$ cat src/rtl/lm_load_stall_ctrl.sv
// Purpose : load-use stall and LM/SM micro-op sequencer for the 5-stage IITB-RISC pipeline.
// Latency : load-use costs 1 stall cycle; LM/SM with N listed registers occupies 1 + N cycles.
// Backpres: holds IF/ID/RR through STALL_* and injects an EX bubble; FLUSH aborts same-cycle.
//
// Ports:
//   clk, rst             - rising-edge clock, asynchronous active-high reset
//   FLUSH                - redirect from EX, kills the RR instruction / LM sequence
//   VALID_RR, USE_RA_RR, USE_RB_RR, RA_RR, RB_RR
//                        - RR-stage instruction validity and source operands
//   LM_RR, IMM8_RR       - RR instruction is LM/SM and its register list
//   LD_EX, W_REG_EX, RDest_EX
//                        - EX-stage load flag, write-enable and destination
//   STALL_IF/ID/RR       - hold PC+IF/ID, ID/RR and the RR instruction
//   BUBBLE_EX            - load a NOP into RR/EX
//   LMStart              - [1] sequence active, [0] first micro-op
//   LM_REG               - register index of the current micro-op (0 when idle)
//   LM_DONE              - pulse on the last micro-op
module lm_load_stall_ctrl #(
  parameter int NREG   = 8,
  parameter int RIDX_W = 3
) (
  input  logic              clk,
  input  logic              rst,
  input  logic              FLUSH,
  input  logic              VALID_RR,
  input  logic              USE_RA_RR,
  input  logic              USE_RB_RR,
  input  logic [RIDX_W-1:0] RA_RR,
  input  logic [RIDX_W-1:0] RB_RR,
  input  logic              LM_RR,
  input  logic [NREG-1:0]   IMM8_RR,
  input  logic              LD_EX,
  input  logic              W_REG_EX,
  input  logic [RIDX_W-1:0] RDest_EX,
  output logic              STALL_IF,
  output logic              STALL_ID,
  output logic              STALL_RR,
  output logic              BUBBLE_EX,
  output logic [1:0]        LMStart,
  output logic [RIDX_W-1:0] LM_REG,
  output logic              LM_DONE
);

  typedef enum logic [1:0] {
    S_IDLE     = 2'd0,
    S_LM_SETUP = 2'd1,
    S_LM_SEQ   = 2'd2
  } state_t;

  state_t            state_q, state_d;
  logic [NREG-1:0]   mask_q, mask_d;

  // Decoded (pre-reset-gating) outputs.
  logic              stall_if_c;
  logic              stall_id_c;
  logic              stall_rr_c;
  logic              bubble_ex_c;
  logic [1:0]        lm_start_c;
  logic [RIDX_W-1:0] lm_reg_c;
  logic              lm_done_c;

  // Hazard detect and mask helpers.
  logic              haz;
  logic              lm_entry;
  logic [RIDX_W-1:0] low_idx;
  logic [NREG-1:0]   mask_rest;

  // A load in EX cannot forward to RR this cycle; its data first exists in MEM.
  always_comb begin
    haz = VALID_RR & LD_EX & W_REG_EX &
          ((USE_RA_RR & (RA_RR == RDest_EX)) |
           (USE_RB_RR & (RB_RR == RDest_EX)));
  end

  // An empty register list is a no-op and never enters the sequencer.
  always_comb begin
    lm_entry = VALID_RR & LM_RR & (|IMM8_RR);
  end

  // Lowest set bit of the latched list; scanning downward lets the lowest hit win.
  always_comb begin
    low_idx = '0;
    for (int i = NREG - 1; i >= 0; i--) begin
      if (mask_q[i]) begin
        low_idx = RIDX_W'(i);
      end
    end
  end

  // Mask with its lowest set bit cleared.
  always_comb begin
    mask_rest = mask_q & (mask_q - NREG'(1));
  end

  always_comb begin
    state_d     = state_q;
    mask_d      = mask_q;
    stall_if_c  = 1'b0;
    stall_id_c  = 1'b0;
    stall_rr_c  = 1'b0;
    bubble_ex_c = 1'b0;
    lm_start_c  = 2'b00;
    lm_reg_c    = '0;
    lm_done_c   = 1'b0;

    case (state_q)
      S_IDLE: begin
        if (FLUSH) begin
          // Redirect wins: the RR instruction is dead, nothing to stall for.
          state_d = S_IDLE;
        end else if (haz) begin
          // One-cycle penalty; next cycle the load sits in MEM and forwards.
          stall_if_c  = 1'b1;
          stall_id_c  = 1'b1;
          stall_rr_c  = 1'b1;
          bubble_ex_c = 1'b1;
        end else if (lm_entry) begin
          // Setup bubble: freeze the front end while the list is latched.
          mask_d      = IMM8_RR;
          state_d     = S_LM_SETUP;
          stall_if_c  = 1'b1;
          stall_id_c  = 1'b1;
          stall_rr_c  = 1'b1;
          bubble_ex_c = 1'b1;
        end
      end

      S_LM_SETUP: begin
        if (FLUSH) begin
          state_d = S_IDLE;
          mask_d  = '0;
        end else if (mask_q == '0) begin
          // Unreachable by construction; recover cleanly instead of hanging.
          state_d = S_IDLE;
        end else begin
          lm_start_c = 2'b11;
          lm_reg_c   = low_idx;
          mask_d     = mask_rest;
          if (mask_rest == '0) begin
            lm_done_c = 1'b1;
            state_d   = S_IDLE;
          end else begin
            stall_if_c = 1'b1;
            stall_id_c = 1'b1;
            state_d    = S_LM_SEQ;
          end
        end
      end

      S_LM_SEQ: begin
        if (FLUSH) begin
          state_d = S_IDLE;
          mask_d  = '0;
        end else if (mask_q == '0) begin
          state_d = S_IDLE;
        end else begin
          lm_start_c = 2'b10;
          lm_reg_c   = low_idx;
          mask_d     = mask_rest;
          if (mask_rest == '0) begin
            lm_done_c = 1'b1;
            state_d   = S_IDLE;
          end else begin
            stall_if_c = 1'b1;
            stall_id_c = 1'b1;
          end
        end
      end

      default: begin
        state_d = S_IDLE;
        mask_d  = '0;
      end
    endcase
  end

  always_ff @(posedge clk or posedge rst) begin
    if (rst) begin
      state_q <= S_IDLE;
      mask_q  <= '0;
    end else begin
      state_q <= state_d;
      mask_q  <= mask_d;
    end
  end

  // Outputs are combinational from RR/EX inputs, so reset must also mask them
  // directly; otherwise a hazard seen during reset would still raise stalls.
  always_comb begin
    STALL_IF  = stall_if_c  & ~rst;
    STALL_ID  = stall_id_c  & ~rst;
    STALL_RR  = stall_rr_c  & ~rst;
    BUBBLE_EX = bubble_ex_c & ~rst;
    LMStart   = lm_start_c  & {2{~rst}};
    LM_REG    = lm_reg_c    & {RIDX_W{~rst}};
    LM_DONE   = lm_done_c   & ~rst;
  end

endmodule

$ cat config.mk
export PLATFORM = sky130hd
export DESIGN_NAME = lm_load_stall_ctrl
export DESIGN_NICKNAME = d
export VERILOG_FILES = /design/src/rtl/lm_load_stall_ctrl.sv
export SDC_FILE = /design/constraint.sdc
export NUM_CORES = 1
export LEC_CHECK = 0
export ABC_AREA = 1
export ABC_CLOCK_PERIOD_IN_PS = 2000
export CAP_MARGIN = 5
export CORE_AREA = 2 2 67 44
export DETAILED_ROUTE_END_ITERATION = 10
export DIE_AREA = 0 0 69 46
export PLACE_DENSITY = 0.79
export SKIP_LAST_GASP = 1
export SLEW_MARGIN = 5
export SYNTH_ARGS = -nofsm -noshare
export SYNTH_HDL_FRONTEND = slang
export SYNTH_SLANG_ARGS = --single-unit
$ cat constraint.sdc
create_clock -name clk -period 2 [get_ports clk]
set_input_delay 0.4 -clock clk [delete_from_list [all_inputs] [get_ports clk]]
set_output_delay 0.4 -clock clk [all_outputs]
set_load 0.02 [all_outputs]
# == Word-level counts from Yosys, hierarchy flattened ==
# Cells that the tools add are included.
# op_classes
add_sub_neg,1
n_eq_ne,11
n_mux,44
bitwise_logic,15
n_reduce_logical,7
# ops
cell,n
8-bit two-way mux,5
3-bit two-way mux,11
2-bit two-way mux,13
8-bit zero test,2
8-bit one-hot mux with 2 select lines,1
1-bit two-way mux,11
1-bit AND,10
3-bit inequality test (second input constant),3
8-bit AND,1
8-bit OR reduction,1
8-bit by 1-bit subtractor with 8-bit output (second input constant),1
3-bit == test,2
2-bit inequality test (second input constant),3
2-bit one-hot mux with 3 select lines,1
4-bit inequality test (second input constant),1
2-bit one-hot mux with 2 select lines,1
4-bit AND reduction,1
3-bit AND,1
3-bit AND reduction,1
2-bit AND,1
2-bit by 1-bit == test with 1-bit output (second input constant),1
2-bit == test (second input constant),1
2-bit zero test,1
1-bit one-hot mux with 2 select lines,1
3 further kinds,3
# word_totals
regBits,10
in_bits,26
out_inout_bits,10

# == Depth between registers and ports, before layout ==
# Gate-level depths: netlist of the first run.
# logic_depth
depth_word,12
depth_mapped,12
mapped_depth_nobuf,12

# == Worst setup path before layout of the first run ==
# No wires, ideal clock.
# synth_path
kind,reg-to-output
from,reg state_q[0]
to,out STALL_IF
arrival_time_ns,1.745
required_ns,1.600
slack_ns,-0.145
path_stages_with_launch,9
cell_sequence,dfrtp_1 -> inv_1 -> ha_1 -> buf_2 -> inv_1 -> nor2_1 -> nand2_1 -> a21oi_1 -> buf_4
# synth_via
elab_chain_len,4
elab_cells_between_ends,6
# synth_lines
element,line,text
"start, declared",50,"state_t state_q, state_d;"
"start signal, assigned",182,state_q <= state_d;
2-bit == test / 2-bit by 1-bit == test with 1-bit output (equally long branches),n/a,
2-bit OR reduction (no source line),n/a,
1-bit one-hot mux with 2 select lines *,n/a,
1-bit AND *,n/a,
"end, declared",35,"output logic STALL_IF,"
# Every way passes the cells marked *; elsewhere a longest branch is shown, timed or not.

# == Worst setup path after layout of the first run ==
# layout_path
from,in RB_RR[2]
to,out STALL_IF
# layout_via
elab_chain_len,8
# layout_lines
element,line,text
"start, declared",29,"input logic [RIDX_W-1:0] RB_RR,"
3-bit == test,72,(USE_RB_RR & (RB_RR == RDest_EX)));
1-bit AND,72,
1-bit OR,71,((USE_RA_RR & (RA_RR == RDest_EX)) |
1-bit AND,70,haz = VALID_RR & LD_EX & W_REG_EX &
1-bit two-way mux,111,end else if (haz) begin
1-bit two-way mux,108,if (FLUSH) begin
1-bit one-hot mux with 2 select lines,106,case (state_q)
1-bit AND,190,STALL_IF = stall_if_c & ~rst;
# No other way between the ends.

==> impl_metrics.yaml, run 1 <==
clock_network:
  clockRootBuffer: "clkbuf_8"
  cts_buffers: 3
  postCtsHoldBufs: 0
  clk_pin_slew_worst_paths_ps: 60
  cts-htree-levels: 1
  cts_tree: "done"
  clock_latency_ps: 250
  clockBufferDepth: 2
  clock_sinks: 10
sta:
  final-hold-violation-count: 0
  max_freq_ghz: 0.4491
  rsz0062_at_grt: "yes"
  setup_viol: 10
  min_period_ps: 2227
  timing.final.ws_setup_ps: -226.6
  relSlewSlack_pct: 79.32
  tightest_slew_ps: 309.5
  min_period_over_period_pct: 111.3
  setup_tns_ps: -1295
  slew_viol_final: 0
  skew_ps: 8.286
  hold_ws_ps: 349.7
final_layout:
  n_fill_cell: 147
  syn_to_final_growth_pct: 90.92
  final_util_pct: 82.10
  drive_gt1_share_pct: 53.07
  layout_commonest_cell: "buf_4"
  final_cell_count_no_fill: 311
  nets: 308
  diodes: 0
  mostFrequentLayoutCells: "buf_4 (64), nand2_1 (51), inv_1 (18)"
synth:
  async_flop_share_pct: 100.0
  synth.area.top_cells: "dfrtp_1 (22%), nand2_1 (21%), inv_1 (8.3%)"
  netlist_instances: 180
  synthAdderAreaFrac_pct: 4.430
  ys_types: 29
  syn-num-nets: 210
  avgSynthCellArea_sq_um: 6.277
  synth_ff_type: "dfrtp_1"
  seq_area_frac_synth_pct: 22.15
  synth_top_family_by_area: "simple AND/OR/NAND/NOR gates"
  synth_xor_area_share_pct: 0
  synth-simple-area-share_pct: 45.29
  synth_compound_area_share_pct: 14.95
  synth_edf_count: 0
  synth_top_area_cell: "dfrtp_1"
  syn_area_sq_um: 1130
  ys_seq_elements: 10
  synthMuxAreaShare_pct: 0
  synth_top_area_share_pct: 22.15
  yosysWarnings: 0
drt:
  vias: 1794
  drt-vias-per-instance: 5.768
  drc: 0
  routed_wl_um: 5891
  wire_per_inst_um: 18.94
  drt_iter0_markers: 222
  dr.pass1.iters: 7
  antenna_left: 0
placement:
  globalplace.congestion: 0.8978
  dp_cells: 290
  port_buffers: 35
  dp_hpwl_um: 2867
critical_path:
  arrival_ps: 1830
  path_max_fanout: 2
  endpoint: "STALL_IF"
  reg2reg_slack_ps: 110
  critPathLaunch: "RB_RR[2]"
  rr_endpoint: "mask_q[3]"
  ff2ff_path_depth: 10
  critical_path_class: "primary input to output pin"
  r2r_start: "state_q[0]"
  startpoint_type: "primary input"
  required_ps: 1600
  endpoint_kind: "output pin"
pwr:
  powerDensity_nw_per_um2: 1440
  ir_worst_vdd_v: 0.0007632
  p_leak_nw: 1.157
floorplanning:
  die_x_um: 69
  initial_core_util_pct: 43.00
  fp.dieH_um: 46
  row_count: 15
  die_area_sq_um: 3174
  pin_count: 36
  core_sq_um: 2628
flow_run:
  maxCapViolations: 0
grt:
  grt-ovfl-total: 0
  track_usage_pct: 29.42
  grt_max_degree: 17
  grt_pass1_wl_um: 7217
  antenna_found_initial: 0
  grt_pass1_vias: 1515
run_status:
  violations: "negative setup slack"
  outcome: "complete, but fails checks"
worst_hold_path:
  hold_path.class: "primary input to async pin"
==> worst max-delay path, cell delays in order <==
cell and delay [ps]:
clkdlybuf4s15_1 240, inv_1 80, nand2_1 110, nand2_1 90
nor2_1 140, nand2_1 100, nand2_2 100, nand2_2 70
nand2_2 80, nand2_4 80, a21oi_4 190, buf_6 140
==> power breakdown <==
group,switching [mW],leakage [nW],total (mW),internal [mW]
sequential,0.110,0.125,0.405,0.295
clock,0.100,0.0288,0.275,0.174
combinational,1.39,1.00,2.43,1.04
total,1.60,1.16,3.11,1.51
==> cells in the mapped netlist, types with 2 or more instances <==
cell type and number:
nand2_1 63, inv_1 25, nor2_1 20, dfrtp_1 10, nand3_1 10, o21ai_2 8
a21oi_1 5, ha_1 4, o22ai_1 4, inv_2 3, nand2_4 3, nor2_2 3
nor2_4 3, buf_4 2, nand2_2 2, o21ai_0 2
==> sequential cells by signal, indices dropped and copies added, names as in the netlist <==
register  flops
mask_q        8
state_q       2
==> logic make-up after synthesis <==
family,after synthesis
AO/OA/AOI/OAI,23
adder cells (fa/ha/maj),4
flip-flops,10
AND/OR/NAND/NOR,110
buffers and inverters,33
==> how the worst min path moves through the flow <==
stage,from,endpoint,slack [ps],cells past startpoint
after floorplan,rst,mask_q[0],260,1
after global placement,state_q[0],state_q[0],580,3
after detailed placement,state_q[0],state_q[0],590,3
after global routing,rst,mask_q[7],380,3
final,rst,mask_q[7],350,3
after CTS,rst,mask_q[2],340,3
==> per-stage QoR <==
stage          area (sq um)  total power [mW]  setup slack (ps)
5_1_grt                2157             3.196            -253.5
2_1_floorplan          1136             1.385            -13.32
6_report               2157             3.107            -226.6
3_3_place_gp           1827             2.062            -706.7
4_1_cts                2003             2.557            -63.59
3_5_place_dp           1827             2.110            -760.7
==> layer usage <==
metal,vias up,global-route usage (%),wire [um],share of wire [%]
li1,755,-,-,-
met1,796,38.25,2209,37
met2,187,49.62,2467,42
met3,56,7.522,815,14
met4,0,8.235,398,6.8
met5,-,0,0,0
==> final cells by class <==
cell class                      instances  area [sq um]  area share (%)
Clock buffer                            4         55.05           2.552
Inverter                               29         108.9           5.046
Multi-Input combinational cell        138         920.9           42.69
Sequential cell                        10         254.0           11.77
Tap cell                               34         42.54           1.972
Timing Repair Buffer                   96         775.7           35.96
==> what timing repair did <==
item / CTS / global route
cloned: 0 / 1
buffers inserted: 12 / 4
gates resized for setup: 95 / 44
endpoints found under the setup margin: 10 / 18
pin swaps: 24 / 26
Power figures use the tool's default switching activity.
==> inputs of run 2 (changes only) <==
--- a/config.mk
+++ b/config.mk
@@ -8,9 +8,9 @@
 export ABC_AREA = 1
 export ABC_CLOCK_PERIOD_IN_PS = 2000
 export CAP_MARGIN = 5
-export CORE_AREA = 2 2 67 44
+export CORE_AREA = 3 3 68 45
 export DETAILED_ROUTE_END_ITERATION = 10
-export DIE_AREA = 0 0 69 46
+export DIE_AREA = 0 0 71 48
 export PLACE_DENSITY = 0.79
 export SKIP_LAST_GASP = 1
 export SLEW_MARGIN = 5
==> impl_metrics.yaml, run 2 (synthesized netlist as in run 1, its figures left out) <==
pwr:
  ir_worst_vdd_v: 0.0007928
  powerDensity_nw_per_um2: 1404
  seqPwrFrac_pct: 13.9
  comb_power_share_pct: 78.5
  power_mw: 2.905
  netSwitchingFraction_pct: 50.38
  power_frac_clock_pct: 7.6
  p_leak_nw: 1.116
  p_int_mw: 1.442
  p_sw_mw: 1.464
sta:
  relSlewSlack_pct: 81.87
  timing.final.ws_setup_ps: -219.8
  tightest_slew_ps: 271.2
  slew_viol_final: 0
  min_period_over_period_pct: 111.0
  rsz0062_at_grt: "yes"
  final-hold-violation-count: 0
  max_freq_ghz: 0.4505
  min_period_ps: 2220
  skew_ps: 7.900
  setup_tns_ps: -939.4
  setup_viol: 7
grt:
  antenna_found_initial: 0
  grt_use_met3_pct: 6.080
  grt_pass1_vias: 1573
  grt.met2_usage_pct: 55.80
  grt_pass1_wl_um: 7376
  track_usage_pct: 28.99
  grt_max_degree: 17
  grt-ovfl-total: 0
  grt_util_met1_pct: 33.21
  grt.busiest_layer: "met2"
final_layout:
  reg_top3: "mask_q (8), state_q (2)"
  top_register: "mask_q"
  regArea_sq_um: 254.0
  nets: 303
  syn_to_final_growth_pct: 83.17
  multi_input_comb_area_sq_um: 884.6
  n_fill_cell: 127
  diodes: 0
  largest_reg_flops: 8
  layout_commonest_cell: "buf_4"
  drive_gt1_share_pct: 50.55
  mostFrequentLayoutCells: "buf_4 (59), nand2_1 (52), dlygate4sd2_1 (16)"
critical_path:
  slowest_delay_ps: 400
  critPathBufInv: 1
  endpoint_kind: "output pin"
  required_ps: 1600
  slowest_stage: "dfrtp_1"
  crit_top_cell: "nand2_2"
  path_max_fanout: 5
  critical_path.cell_chain: "nor2_4 -> nand2_4 -> nand2_2 -> nand3_1 -> nor2_2 -> nand2_2 -> nand3_4 -> a21oi_4 -> buf_6"
  arrival_ps: 1820
  cp_top_family: "simple AND/OR/NAND/NOR gates"
  critical_path_class: "register to output pin"
  startpoint_type: "register"
drt:
  antenna_left: 0
  drt-vias-per-instance: 5.663
  wire_per_inst_um: 18.15
  drt_iter0_markers: 257
  drc: 0
  dr.pass1.iters: 6
  vias: 1716
  routed_wl_um: 5498
clock_network:
  clock_sinks: 10
  clk_pin_slew_worst_paths_ps: 50
  clockRootBuffer: "clkbuf_8"
  cts_tree: "done"
  cts_buffers: 3
  clockBufferDepth: 2
  cts-htree-levels: 1
  clock_latency_ps: 250
floorplanning:
  core_sq_um: 2452
  die_x_um: 71
  pin_count: 36
  row_count: 14
  fp.dieH_um: 48
  die_area_sq_um: 3408
  initial_core_util_pct: 46.07
worst_hold_path:
  hold_path.class: "primary input to async pin"
run_status:
  outcome: "complete, but fails checks"
  violations: "negative setup slack"
placement:
  port_buffers: 35
  globalplace.congestion: 0.9334
  dp_hpwl_um: 3124
flow_run:
  maxCapViolations: 0
run 2: cell count changes in the layout (fill, tap and decap cells not counted), moves of 2 or more:
| cell | before | now |
|---|---|---|
| nor2_1 | 10 | 14 |
| dlygate4sd2_1 | 14 | 16 |
| nor2_2 | 7 | 4 |
| inv_1 | 18 | 15 |
| nand3_2 | 7 | 3 |
| inv_2 | 10 | 13 |
| clkbuf_2 | 3 | 5 |
| buf_4 | 64 | 59 |
| clkdlybuf4s15_1 | 2 | 0 |
| nand3_1 | 4 | 7 |
run 2: timing repair:
action / in CTS / in global routing
resized for setup: 81 / 48
buffers inserted: 12 / 4
pin swaps: 17 / 17
hold buffers: 0 / 0
setup endpoints to repair: 10 / 18
run 2: final timing paths:
kind                            from    endpoint  slack [ps]  cells after the start
setup / recovery           mask_q[0]    STALL_IF        -220                      9
hold / removal                   rst   mask_q[6]         350                      3
setup reg to reg           mask_q[0]  state_q[1]          90                     12
hold reg to reg            mask_q[5]   mask_q[5]         590                      2
max in group asynchronous        rst   mask_q[3]        1480                      3
min in group clk           mask_q[5]   mask_q[5]         590                      2
run 2: cell type report:
class | count | share of cell area [%]
inverters | 29 | 5.260
multi-input cells | 137 | 42.74
flip-flops and latches | 10 | 12.27
repair buffers | 92 | 35.79
clock buffers | 3 | 1.995
well taps | 32 | 1.935
run 2: power groups by stage:
stage / combinational, mW / sequential (mW) / clock (mW)
floorplan: 1.00 / 0.384 / 0
global placement: 1.63 / 0.378 / 0
detailed placement: 1.69 / 0.384 / 0
CTS: 1.89 / 0.385 / 0.215
global route: 2.39 / 0.410 / 0.225
finish: 2.28 / 0.403 / 0.220
run 2: per-stage QoR:
stage	hold WS [ps]	util (%)	std cells	setup slack (ps)	cell area [sq um]
3_5_place_dp	576.2	73.16	284	-756.1	1794
6_report	345.6	84.39	303	-219.8	2069
5_1_grt	377.7	84.39	303	-288.9	2069
3_3_place_gp	567.3	73.16	284	-652.4	1794
2_1_floorplan	256.5	-	180	-13.32	1136
4_1_cts	351.0	78.57	299	-60.63	1927
run 2: metal layers:
layer	part of all wire (%)	routed length [um]
met4	6.0	328
met5	0	0
met2	44	2441
met3	12	636
met1	38	2091
run 2: worst min-delay path: stages:
cell	delay, ps
dlygate4sd2_1	260
inv_2	70
buf_4	210
